### config.mk
export PLATFORM = sky130hd
export DESIGN_NAME = countdown_glyph_renderer_flat
export DESIGN_NICKNAME = d
export VERILOG_FILES = /design/src/rtl/countdown_pkg.sv /design/src/rtl/countdown_glyph_renderer_if.sv /design/src/rtl/countdown_glyph_rom.sv /design/src/rtl/countdown_glyph_renderer.sv /design/src/flat_wrapper.sv
export SDC_FILE = /design/constraint.sdc
export NUM_CORES = 1
export LEC_CHECK = 0
export ABC_AREA = 1
export CORE_UTILIZATION = 32
export CTS_BUF_LIST = sky130_fd_sc_hd__clkbuf_4 sky130_fd_sc_hd__clkbuf_8
export DETAILED_ROUTE_END_ITERATION = 12
export HOLD_SLACK_MARGIN = 0.03
export SLEW_MARGIN = 20
export SYNTH_ARGS = -nofsm -noshare
export SYNTH_HDL_FRONTEND = slang
export SYNTH_SLANG_ARGS = --single-unit
export TNS_END_PERCENT = 100
### constraint.sdc
create_clock -name clk -period 2.4 [get_ports clk]
set_input_delay 0.48 -clock clk [delete_from_list [all_inputs] [get_ports clk]]
set_output_delay 0.48 -clock clk [all_outputs]
set_load 0.01 [all_outputs]
### src/rtl/countdown_pkg.sv
// Shared types and constants for the pre-game countdown glyph renderer.
package countdown_pkg;

    typedef enum logic [1:0] {
        ST_IDLE,
        ST_COUNT,
        ST_GO
    } state_t;

    typedef logic [3:0] glyph_t;

    // Codes 0-9 are the digits themselves
    localparam glyph_t GLYPH_G     = 4'd10;
    localparam glyph_t GLYPH_O     = 4'd11;
    localparam glyph_t GLYPH_BLANK = 4'd15;

    localparam int unsigned GLYPH_W  = 8;
    localparam int unsigned GLYPH_H  = 12;
    localparam int unsigned PIPE_LAT = 2;

    // "GO" is held as GLYPH_G in the shadow and spans two cells
    function automatic logic is_wide(input glyph_t code);
        return code == GLYPH_G;
    endfunction

endpackage

### src/rtl/countdown_glyph_renderer_if.sv
// Sync-generator inputs, control pulses and pixel/status outputs of the countdown renderer.
interface countdown_glyph_renderer_if;
    logic       video_on;
    logic [9:0] hcnt;
    logic [9:0] vcnt;
    logic       frame_tick;
    logic       start;
    logic       abort;
    logic [3:0] cd_value;
    logic       busy;
    logic       done;
    logic [3:0] r;
    logic [3:0] g;
    logic [3:0] b;

    modport master (
        output video_on, hcnt, vcnt, frame_tick, start, abort,
        input  cd_value, busy, done, r, g, b
    );

    modport slave (
        input  video_on, hcnt, vcnt, frame_tick, start, abort,
        output cd_value, busy, done, r, g, b
    );
endinterface

### src/rtl/countdown_glyph_rom.sv
// 8x12 font ROM: glyph code + row -> 8 row bits, MSB is the leftmost pixel.
module countdown_glyph_rom
    import countdown_pkg::*;
(
    input  glyph_t     code,
    input  logic [3:0] row,
    output logic [7:0] row_bits
);

    logic [95:0] glyph;

    // Whole 12-row bitmap per code, row 0 in the top byte
    always_comb begin
        case (code)
            4'd0:    glyph = 96'h003C_6666_6E76_6666_663C_0000;
            4'd1:    glyph = 96'h0018_3818_1818_1818_187E_0000;
            4'd2:    glyph = 96'h003C_6606_0C18_3060_667E_0000;
            4'd3:    glyph = 96'h003C_6606_061C_0606_663C_0000;
            4'd4:    glyph = 96'h000C_1C3C_6CCC_FE0C_0C1E_0000;
            4'd5:    glyph = 96'h007E_6060_7C06_0606_663C_0000;
            4'd6:    glyph = 96'h001C_3060_7C66_6666_663C_0000;
            4'd7:    glyph = 96'h007E_6606_0C18_1818_1818_0000;
            4'd8:    glyph = 96'h003C_6666_3C66_6666_663C_0000;
            4'd9:    glyph = 96'h003C_6666_663E_060C_1838_0000;
            GLYPH_G: glyph = 96'h003C_66C0_C0CE_C6C6_663E_0000;
            GLYPH_O: glyph = 96'h0038_6CC6_C6C6_C6C6_6C38_0000;
            default: glyph = '0;
        endcase
    end

    // Row select; rows 12-15 read as blank
    always_comb begin
        row_bits = '0;
        for (int unsigned i = 0; i < GLYPH_H; i++) begin
            if (row == 4'(i)) row_bits = glyph[8*(GLYPH_H-1-i) +: 8];
        end
    end

endmodule

### src/rtl/countdown_glyph_renderer.sv
// Pre-game countdown sequencer and centred, scaled glyph renderer (2-cycle pixel pipe).
// Optional: define COUNTDOWN_BLINK_EN to blink the glyph (8 frames on/off) during the
// final digit and "GO".
module countdown_glyph_renderer
    import countdown_pkg::*;
#(
    parameter int unsigned START_VALUE     = 3,
    parameter int unsigned FRAMES_PER_STEP = 60,
    parameter int unsigned GO_FRAMES       = 60,
    parameter int unsigned SCALE_LOG2      = 1,
    parameter int          CX              = 320,
    parameter int          CY              = 240,
    parameter logic [11:0] FG_RGB          = 12'hFFF
) (
    input logic                         clk,
    input logic                         rst_n,
    countdown_glyph_renderer_if.slave   cdif
);

    localparam int CELL_W = int'(GLYPH_W) << SCALE_LOG2;
    localparam int CELL_H = int'(GLYPH_H) << SCALE_LOG2;

    localparam logic signed [10:0] X0_NARROW = 11'(CX - CELL_W / 2);
    localparam logic signed [10:0] X0_WIDE   = 11'(CX - CELL_W);
    localparam logic signed [10:0] Y0        = 11'(CY - CELL_H / 2);
    localparam logic signed [10:0] W_NARROW  = 11'(CELL_W);
    localparam logic signed [10:0] W_WIDE    = 11'(2 * CELL_W);
    localparam logic signed [10:0] H_LIM     = 11'(CELL_H);

    localparam logic [15:0] STEP_LAST = 16'(FRAMES_PER_STEP - 1);
    localparam logic [15:0] GO_LAST   = 16'(GO_FRAMES - 1);

    state_t      state, state_n;
    logic [3:0]  cd, cd_n;
    logic [15:0] frame_cnt, cnt_n;
    logic        done_q, done_n;
    logic        abort_hit;
    glyph_t      glyph_n, shadow;
    logic        blink_off;

    // FSM state register
    always_ff @(posedge clk) begin
        if (!rst_n) begin
            state     <= ST_IDLE;
            cd        <= '0;
            frame_cnt <= '0;
            done_q    <= 1'b0;
        end else begin
            state     <= state_n;
            cd        <= cd_n;
            frame_cnt <= cnt_n;
            done_q    <= done_n;
        end
    end

    // FSM next state: abort overrides everything, ticks advance the step counters
    always_comb begin
        state_n = state;
        cd_n    = cd;
        cnt_n   = frame_cnt;
        done_n  = 1'b0;
        case (state)
            ST_IDLE: begin
                if (cdif.start && !cdif.abort) begin
                    state_n = ST_COUNT;
                    cd_n    = 4'(START_VALUE);
                    cnt_n   = '0;
                end
            end
            ST_COUNT: begin
                if (cdif.abort) begin
                    state_n = ST_IDLE;
                    cd_n    = '0;
                    cnt_n   = '0;
                end else if (cdif.frame_tick) begin
                    if (frame_cnt == STEP_LAST) begin
                        cnt_n = '0;
                        if (cd == 4'd1) begin
                            state_n = ST_GO;
                            cd_n    = '0;
                        end else begin
                            cd_n = cd - 4'd1;
                        end
                    end else begin
                        cnt_n = frame_cnt + 16'd1;
                    end
                end
            end
            ST_GO: begin
                if (cdif.abort) begin
                    state_n = ST_IDLE;
                    cnt_n   = '0;
                end else if (cdif.frame_tick) begin
                    if (frame_cnt == GO_LAST) begin
                        state_n = ST_IDLE;
                        cnt_n   = '0;
                        done_n  = 1'b1;
                    end else begin
                        cnt_n = frame_cnt + 16'd1;
                    end
                end
            end
            default: begin
                state_n = ST_IDLE;
                cd_n    = '0;
                cnt_n   = '0;
            end
        endcase
    end

    // FSM outputs: status flags and the glyph the next state will display
    always_comb begin
        abort_hit = cdif.abort && (state != ST_IDLE);
        case (state_n)
            ST_COUNT: glyph_n = cd_n;
            ST_GO:    glyph_n = GLYPH_G;
            default:  glyph_n = GLYPH_BLANK;
        endcase
`ifdef COUNTDOWN_BLINK_EN
        blink_off = ((state == ST_COUNT && cd == 4'd1) || state == ST_GO) && frame_cnt[3];
`else
        blink_off = 1'b0;
`endif
    end

    assign cdif.busy     = (state != ST_IDLE);
    assign cdif.cd_value = cd;
    assign cdif.done     = done_q;

    // Shadow glyph: loaded only at vblank start so a frame never tears; abort blanks at once
    always_ff @(posedge clk) begin
        if (!rst_n || abort_hit) begin
            shadow <= GLYPH_BLANK;
        end else if (cdif.frame_tick) begin
            shadow <= glyph_n;
        end
    end

    logic signed [10:0] rel_x, rel_y;
    logic               in_area;

    // Area test in 11-bit signed so coordinates left/above the area never wrap into it
    always_comb begin
        rel_x   = $signed({1'b0, cdif.hcnt}) - (is_wide(shadow) ? X0_WIDE : X0_NARROW);
        rel_y   = $signed({1'b0, cdif.vcnt}) - Y0;
        in_area = (shadow != GLYPH_BLANK) && !blink_off
                  && !rel_x[10] && (rel_x < (is_wide(shadow) ? W_WIDE : W_NARROW))
                  && !rel_y[10] && (rel_y < H_LIM);
    end

    logic       s1_in_area, s1_video_on;
    logic [3:0] s1_dx, s1_dy;
    glyph_t     s1_code;

    // Pixel stage 1: area flag and unscaled cell coordinates
    always_ff @(posedge clk) begin
        if (!rst_n || abort_hit) begin
            s1_in_area  <= 1'b0;
            s1_video_on <= 1'b0;
            s1_dx       <= '0;
            s1_dy       <= '0;
            s1_code     <= GLYPH_BLANK;
        end else begin
            s1_in_area  <= in_area;
            s1_video_on <= cdif.video_on;
            s1_dx       <= 4'($unsigned(rel_x) >> SCALE_LOG2);
            s1_dy       <= 4'($unsigned(rel_y) >> SCALE_LOG2);
            s1_code     <= shadow;
        end
    end

    glyph_t     rom_code;
    logic [7:0] row_bits;
    logic       pix_on;

    // Wide glyph: left cell "G", right cell "O"
    always_comb begin
        rom_code = is_wide(s1_code) ? (s1_dx[3] ? GLYPH_O : GLYPH_G) : s1_code;
        pix_on   = row_bits[3'd7 - s1_dx[2:0]] && s1_in_area && s1_video_on;
    end

    countdown_glyph_rom u_rom (
        .code     (rom_code),
        .row      (s1_dy),
        .row_bits (row_bits)
    );

    logic [11:0] rgb_q;

    // Pixel stage 2: colour register
    always_ff @(posedge clk) begin
        if (!rst_n || abort_hit) begin
            rgb_q <= '0;
        end else begin
            rgb_q <= pix_on ? FG_RGB : '0;
        end
    end

    assign cdif.r = rgb_q[11:8];
    assign cdif.g = rgb_q[7:4];
    assign cdif.b = rgb_q[3:0];

endmodule

### src/flat_wrapper.sv
// flat-port wrapper written by rule: the top's interface ports become plain ports
module countdown_glyph_renderer_flat import countdown_pkg::*;
#(
    parameter int unsigned START_VALUE     = 3,
    parameter int unsigned FRAMES_PER_STEP = 60,
    parameter int unsigned GO_FRAMES       = 60,
    parameter int unsigned SCALE_LOG2      = 1,
    parameter int          CX              = 320,
    parameter int          CY              = 240,
    parameter logic [11:0] FG_RGB          = 12'hFFF
)
  (clk, rst_n, cdif_video_on, cdif_hcnt, cdif_vcnt, cdif_frame_tick, cdif_start, cdif_abort, cdif_cd_value, cdif_busy, cdif_done, cdif_r, cdif_g, cdif_b);
  countdown_glyph_renderer_if cdif_i ();
  input logic clk;
  input logic rst_n;
  input wire logic [$bits(cdif_i.video_on)-1:0] cdif_video_on;
  input wire logic [$bits(cdif_i.hcnt)-1:0] cdif_hcnt;
  input wire logic [$bits(cdif_i.vcnt)-1:0] cdif_vcnt;
  input wire logic [$bits(cdif_i.frame_tick)-1:0] cdif_frame_tick;
  input wire logic [$bits(cdif_i.start)-1:0] cdif_start;
  input wire logic [$bits(cdif_i.abort)-1:0] cdif_abort;
  output wire logic [$bits(cdif_i.cd_value)-1:0] cdif_cd_value;
  output wire logic [$bits(cdif_i.busy)-1:0] cdif_busy;
  output wire logic [$bits(cdif_i.done)-1:0] cdif_done;
  output wire logic [$bits(cdif_i.r)-1:0] cdif_r;
  output wire logic [$bits(cdif_i.g)-1:0] cdif_g;
  output wire logic [$bits(cdif_i.b)-1:0] cdif_b;
  assign cdif_i.video_on = cdif_video_on;
  assign cdif_i.hcnt = cdif_hcnt;
  assign cdif_i.vcnt = cdif_vcnt;
  assign cdif_i.frame_tick = cdif_frame_tick;
  assign cdif_i.start = cdif_start;
  assign cdif_i.abort = cdif_abort;
  assign cdif_cd_value = cdif_i.cd_value;
  assign cdif_busy = cdif_i.busy;
  assign cdif_done = cdif_i.done;
  assign cdif_r = cdif_i.r;
  assign cdif_g = cdif_i.g;
  assign cdif_b = cdif_i.b;
  countdown_glyph_renderer #(.START_VALUE(START_VALUE), .FRAMES_PER_STEP(FRAMES_PER_STEP), .GO_FRAMES(GO_FRAMES), .SCALE_LOG2(SCALE_LOG2), .CX(CX), .CY(CY), .FG_RGB(FG_RGB)) u_core (.clk(clk), .rst_n(rst_n), .cdif(cdif_i));
endmodule
# --- Word level (Yosys, flattened, before mapping) ---
# Memory sizes are Yosys's and may differ from the RTL's.
# Index checks and enable logic that the tools add are counted.
totals:
  regBits: 53
  rom_bits: 944
  in_bits: 26
  out_inout_bits: 18
  mem_count: 1
mem_list:
  columns: ["name", "words", "width", "read_ports", "rd_ports_with_merged_regs", "write_ports", "line_no", "source"]
  rows:
  - ["(no name shown)", 16, 59, 1, 0, 0, "countdown_glyph_rom.sv:14", "case (code)"]
classes:
  n_addsub: 5
  magnitude_cmp: 3
  eq_ne: 22
  muxes: 41
  bitwise_logic: 3
  reduce_logical: 19
ops:
  columns: ["cell", "count"]
  rows:
  - ["$mux 8", 12]
  - ["$mux 16", 4]
  - ["$pmux 16 s2", 1]
  - ["$mux 4", 7]
  - ["$eq 4x4->1 const B", 6]
  - ["$add 16x1->16 const B", 1]
  - ["$eq 16x6->1 const B", 1]
  - ["$eq 4x3->1 const B", 4]
  - ["$mux 2", 8]
  - ["$mux 12", 1]
  - ["$pmux 4 s3", 1]
  - ["$lt 11x11->1", 1]
  - ["$lt 11x6->1 const B", 1]
  - ["$sub 10x8->11 const B", 1]
  - ["$sub 11x11->11", 1]
  - ["$eq 4x1->1 const B", 2]
  - ["$eq 4x2->1 const B", 2]
  - ["$logic_and 1x1->1", 8]
  - ["$pmux 4 s2", 1]
  - ["$mux 6", 1]
  - ["$pmux 2 s3", 1]
  - ["$eq 2x1->1 const B", 2]
  - ["$eq 2x2->1 const B", 2]
  - ["$logic_not 1->1", 4]
  - ["16 further kinds", 20]

# --- Depth between registers and ports, before layout ---
# An unclocked memory read counts as a cell.
logic_depth:
  depth_word: 19
  mapped_depth: 19
  depth_no_buf: 19

# --- Cells and area by module ---
# Synthesis repeated with hierarchy kept, for this count alone.
hier_totals:
  hier_cells: 571
  hier_area_um2: 3569.7
by_module_without_submodules:
  columns: ["module", "instances", "cells_per_inst", "area_per_inst_um2", "seq_area_each_um2"]
  rows:
  - ["countdown_glyph_renderer", 1, 359, 2528.7, 840.8]
  - ["countdown_glyph_rom", 1, 212, 1041.0, 0.0]

# --- Least setup slack after synthesis ---
# Ideal clock, no wire load.
synth_path:
  kind: "reg-to-reg"
  from: "register u_core.frame_cnt[0]"
  to: "register u_core.shadow[2]"
  setup_time_ns: 0.138
  t_arrival_ns: 2.076
  required_time_ns: 2.262
  path_slack_ns: 0.187
  path_stages_with_launch: 16
  synth_period_minus_slack_ns: 2.213
  cell_sequence: "dfxtp_1 > ha_1 > nand2_1 > nor4_1 > nand2_1 > nor2_2 > inv_1 > a21oi_1 > o31ai_1 > nand2_1 > inv_1 > ha_1 > nand3_1 > o21ai_0 > nand2_1 > o211ai_1"
synth_between:
  elab_chain_cells: 7
synth_rtl:
  columns: ["item", "line_no", "source"]
  rows:
  - ["from (decl)", "countdown_glyph_renderer.sv:35", "logic [15:0] frame_cnt, cnt_n;"]
  - ["from (signal assigned)", "countdown_glyph_renderer.sv:51", "frame_cnt <= cnt_n;"]
  - ["$eq 16x6->1 *", "countdown_glyph_renderer.sv:76, countdown_glyph_renderer.sv:94", null]
  - ["$mux 2 (on tied branches)", "countdown_glyph_renderer.sv:94, countdown_glyph_renderer.sv:76", null]
  - ["$mux 2 (on tied branches)", "countdown_glyph_renderer.sv:93, countdown_glyph_renderer.sv:75", null]
  - ["$mux 2 (on tied branches)", "countdown_glyph_renderer.sv:90, countdown_glyph_renderer.sv:71", null]
  - ["$pmux 2 s3 *", "countdown_glyph_renderer.sv:62", "case (state)"]
  - ["net u_core.state_n[0]", "countdown_glyph_renderer.sv:33", "state_t state, state_n;"]
  - ["$eq 2x2->1 or $eq 2x1->1 (tied branches)", "countdown_glyph_renderer.sv:114", "case (state_n)"]
  - ["$pmux 4 s2 *", "countdown_glyph_renderer.sv:114", null]
  - ["to (signal assigned)", "countdown_glyph_renderer.sv:135", "shadow <= glyph_n;"]
  - ["to (decl)", "countdown_glyph_renderer.sv:38", "glyph_t glyph_n, shadow;"]
# Mark *: on every way through the listed nets, which the timed path passes. The rest lies on a longest branch.
# A chain may end at the register's enable or synchronous reset.

# --- Worst setup path after layout ---
layout_path:
  from: "register u_core.frame_cnt[0]"
  to: "register u_core.shadow[1]"
# Same word-level chain as after synthesis.

==> flow_summary.toml <==
[synthesis]
total_nets_after_synthesis = 610
postSynth.asyncResetShare_pct = 0
synthDistinctLibCells = 45
synthFlopType = "dfxtp_1"
proportion_of_synthesized_chip_area_in_sequential_cells_pct = 24.6
yosys_warnings = 0
yosys.cell_count.top_type = "nand2_1"
synth_top_cells_by_count = "156 x nand2_1, 85 x inv_1, 67 x nor2_1"
synth_enable_flop_cells = 0
avgSynthCellArea_um2 = 5.98
yosysTopAreaCell = "dfxtp_1"
syn_area_um2 = 3410
synth_top_cells_by_area = "dfxtp_1 25%, nand2_1 17%, inv_1 9.3%, nor2_1 7.4%, nand3_1 6.2%"
postSynthRegisterBits = 42
yosysTopAreaCellShare_pct = 24.6
number_of_standard_cells_after_synthesis = 571

[outcome]
run_status = "finished clean"

[cts]
number_of_buffers_inserted_during_clock_tree_synthesis = 5
worst_path_clk_slew_ns = 0.08
worst_skew_pair.late_latency_ns = 0.29
clock_tree.buffer_depth = 2
tritoncts_num_sinks = 42
tritoncts = "done"
total_number_of_h_tree_levels = 2
clk_root_buffer_cell = "clkbuf_8"

[timing]
maxClockFrequency_mhz = 430
timing.final.setup_violations = 0
slew-limit-headroom_pct = 60.0
finalCritPeriodShare_pct = 96.8
finalMaxSlewViolations = 0
final.setup_skew_ns = 0.00580
final-hold-violation-count = 0
rsz0062_at_grt = "yes"
timing_worst_slew_pin_value_ns = 0.595
post-route-min-period_ns = 2.32

[finish]
post-route-util_pct = 41.9
design_area_um2 = 4330
antenna-diode-count = 0
finish.net_count = 673
area.growth.synth_to_final_pct = 26.7
layout-drive-gt1-share_pct = 14.6
final_cell_count_no_fill = 771

[critical_path]
worst_ep_arrival_time_ns = 2.51
path_max_fanout = 3
critPathLaunchType = "flop"
critPathKind = "reg2reg"
source_of_the_worst_register_to_register_timing_path = "u_core.frame_cnt[0]$_SDFFE_PN0P_"
setup_slack_of_the_worst_register_to_register_path_ns = 0.08
worst_path_required_ns = 2.59
crit-reg2reg-capture = "u_core.shadow[1]$_SDFFE_PP1P_"
worst-r2r-cell-count = 15
critical_path.endpoint_type = "flop"

[grt]
grt_start_max_net_pins = 16
grt_first_pass_wirelength_um = 16400
initial_antenna_violation_count = 0
number_of_global_route_vias_before_repair = 3684
grt_ovf = 0
gr-usage-all-layers_pct = 18.1

[placed_design]
place_congestion = 0.932
detailedPlacementHpwl_um = 7930
port-buffer-count = 41
detailed_place.area_um2 = 4060
cell_count_after_placement = 756

[power]
total_leakage_power_uw = 0.00198
p_per_area_nw_per_um2 = 432
ir_drop_v = 0.000267
finalPower_uw = 1870

[floorplanning]
core_area_um2 = 10300
floorplan.die.width_um = 105
io-pin-count = 44
initial_cell_density_of_the_core_pct = 33.1
num_rows = 37
die_area_um2 = 11100
die_h_um = 105

[routing]
vias = 3804
drt-pass1-iter-count = 4
drt_wl_total_um = 9800
routed_via_density = 4.93
final_antenna_net_count = 0
post-route-drc-count = 0
routed_wire_length_per_instance_um = 12.7
detail_route.iter0.violations = 142

[hold_path]
worstHoldStart = "u_core.frame_cnt[15]$_SDFFE_PN0P_"
capture_endpoint_of_the_worst_hold_path = "u_core.frame_cnt[15]$_SDFFE_PN0P_"
hold_depth = 2
hold_path_class = "reg2reg"

[flow_run]
max-cap-violations = 0
-- cell type report --
class / count / area [um^2]
well taps: 136 / 170
fillers: 1083 / 6000
clock inverters: 3 / 68.8
multi-input cells: 416 / 2140
flip-flops and latches: 42 / 852
clock buffers: 5 / 68.8
inverters: 93 / 352
repair buffers: 76 / 677
-- where the power goes --
part | internal [uW] | switching [uW]
registers | 722 | 29.9
logic | 186 | 267
clock network | 417 | 249
-- flip-flops by register name, indices dropped and copies added, names as in the netlist --
name                  flops
u_core.frame_cnt         16
u_core.cdif.cd_value      4
u_core.s1_code            4
u_core.s1_dx              4
u_core.s1_dy              4
u_core.shadow             4
u_core.state              2
u_core.cdif.done          1
u_core.rgb_q              1
u_core.s1_in_area         1
u_core.s1_video_on        1
-- metal layers --
layer,global-route usage (%),up-vias,share of wire [%]
met5,0,-,0
met4,6.34,0,2.3
met3,2.66,23,4.6
met2,32.8,93,50
met1,21.6,1729,43
li1,-,1959,-
-- metrics by stage --
stage	setup TNS [ns]	hold slack [ns]	setup slack, ns
after detailed placement	-0.244	0.464	-0.232
after floorplan	0	0.437	0.187
after global routing	-0.150	0.509	-0.0580
final	0	0.474	0.0760
after global placement	-0.204	0.460	-0.204
after CTS	0	0.481	0.00879
-- worst max-delay path, cell delays in order, from the launching register on --
cell and delay (ns):
dfxtp_2 0.34, ha_2 0.17, nand2_1 0.08, nor4_1 0.17
nand2_1 0.17, buf_6 0.16, nor3_4 0.23, nand2_1 0.10
a21oi_2 0.15, nand2_2 0.10, inv_2 0.09, ha_4 0.20
nor2_4 0.10, nand2_1 0.05, nand2_1 0.05, nand2_1 0.04
-- placed cells by master, fill, tap and decap left out, types with 10 or more instances in the layout --
cell type        instances
nand3_1                 42
nor3_1                  10
dfxtp_1                 37
nor2_1                  66
nand2_1                155
buf_4                   34
clkdlybuf4s50_1         41
o21ai_0                 25
ha_1                    10
inv_1                   79
inv_2                   11
a21oi_1                 26
-- kinds of logic (layout without fill, tap and decap cells) --
| family | count (synthesis) | count (layout) | share of synthesized area [%] |
|---|---|---|---|
| adders and majority gates | 13 | 13 | 4.76 |
| buffers and inverters | 113 | 177 | 14.6 |
| AOI/OAI and AO/OA | 88 | 88 | 15.2 |
| DFF | 42 | 42 | 24.6 |
| and+or+nand+nor | 314 | 314 | 40.6 |
| xor gates and xnor gates | 1 | 1 | 0.257 |
-- worst max path at each step --
| stage | start | to | slack (ns) | depth (start not counted) |
|---|---|---|---|---|
| after floorplan | u_core.frame_cnt[0]$_SDFFE_PN0P_ | u_core.shadow[2]$_SDFFE_PP1P_ | 0.19 | 15 |
| after global placement | cdif_hcnt[3] | u_core.s1_in_area$_SDFF_PP0_ | -0.20 | 10 |
| after detailed placement | cdif_hcnt[3] | u_core.s1_in_area$_SDFF_PP0_ | -0.23 | 10 |
| after CTS | u_core.frame_cnt[0]$_SDFFE_PN0P_ | u_core.shadow[1]$_SDFFE_PP1P_ | 0.009 | 15 |
| after global routing | u_core.frame_cnt[9]$_SDFFE_PN0P_ | u_core.shadow[3]$_SDFFE_PP1P_ | -0.06 | 15 |
| final | u_core.frame_cnt[0]$_SDFFE_PN0P_ | u_core.shadow[1]$_SDFFE_PP1P_ | 0.08 | 15 |
-- repair_timing --
item | CTS | global route
gates resized for setup | 0 | 28
setup endpoints to repair | 3 | 5
hold buffers | 0 | 0
setup buffers | 2 | 5
pin swaps | 0 | 9
Power figures use the tool's default switching activity.
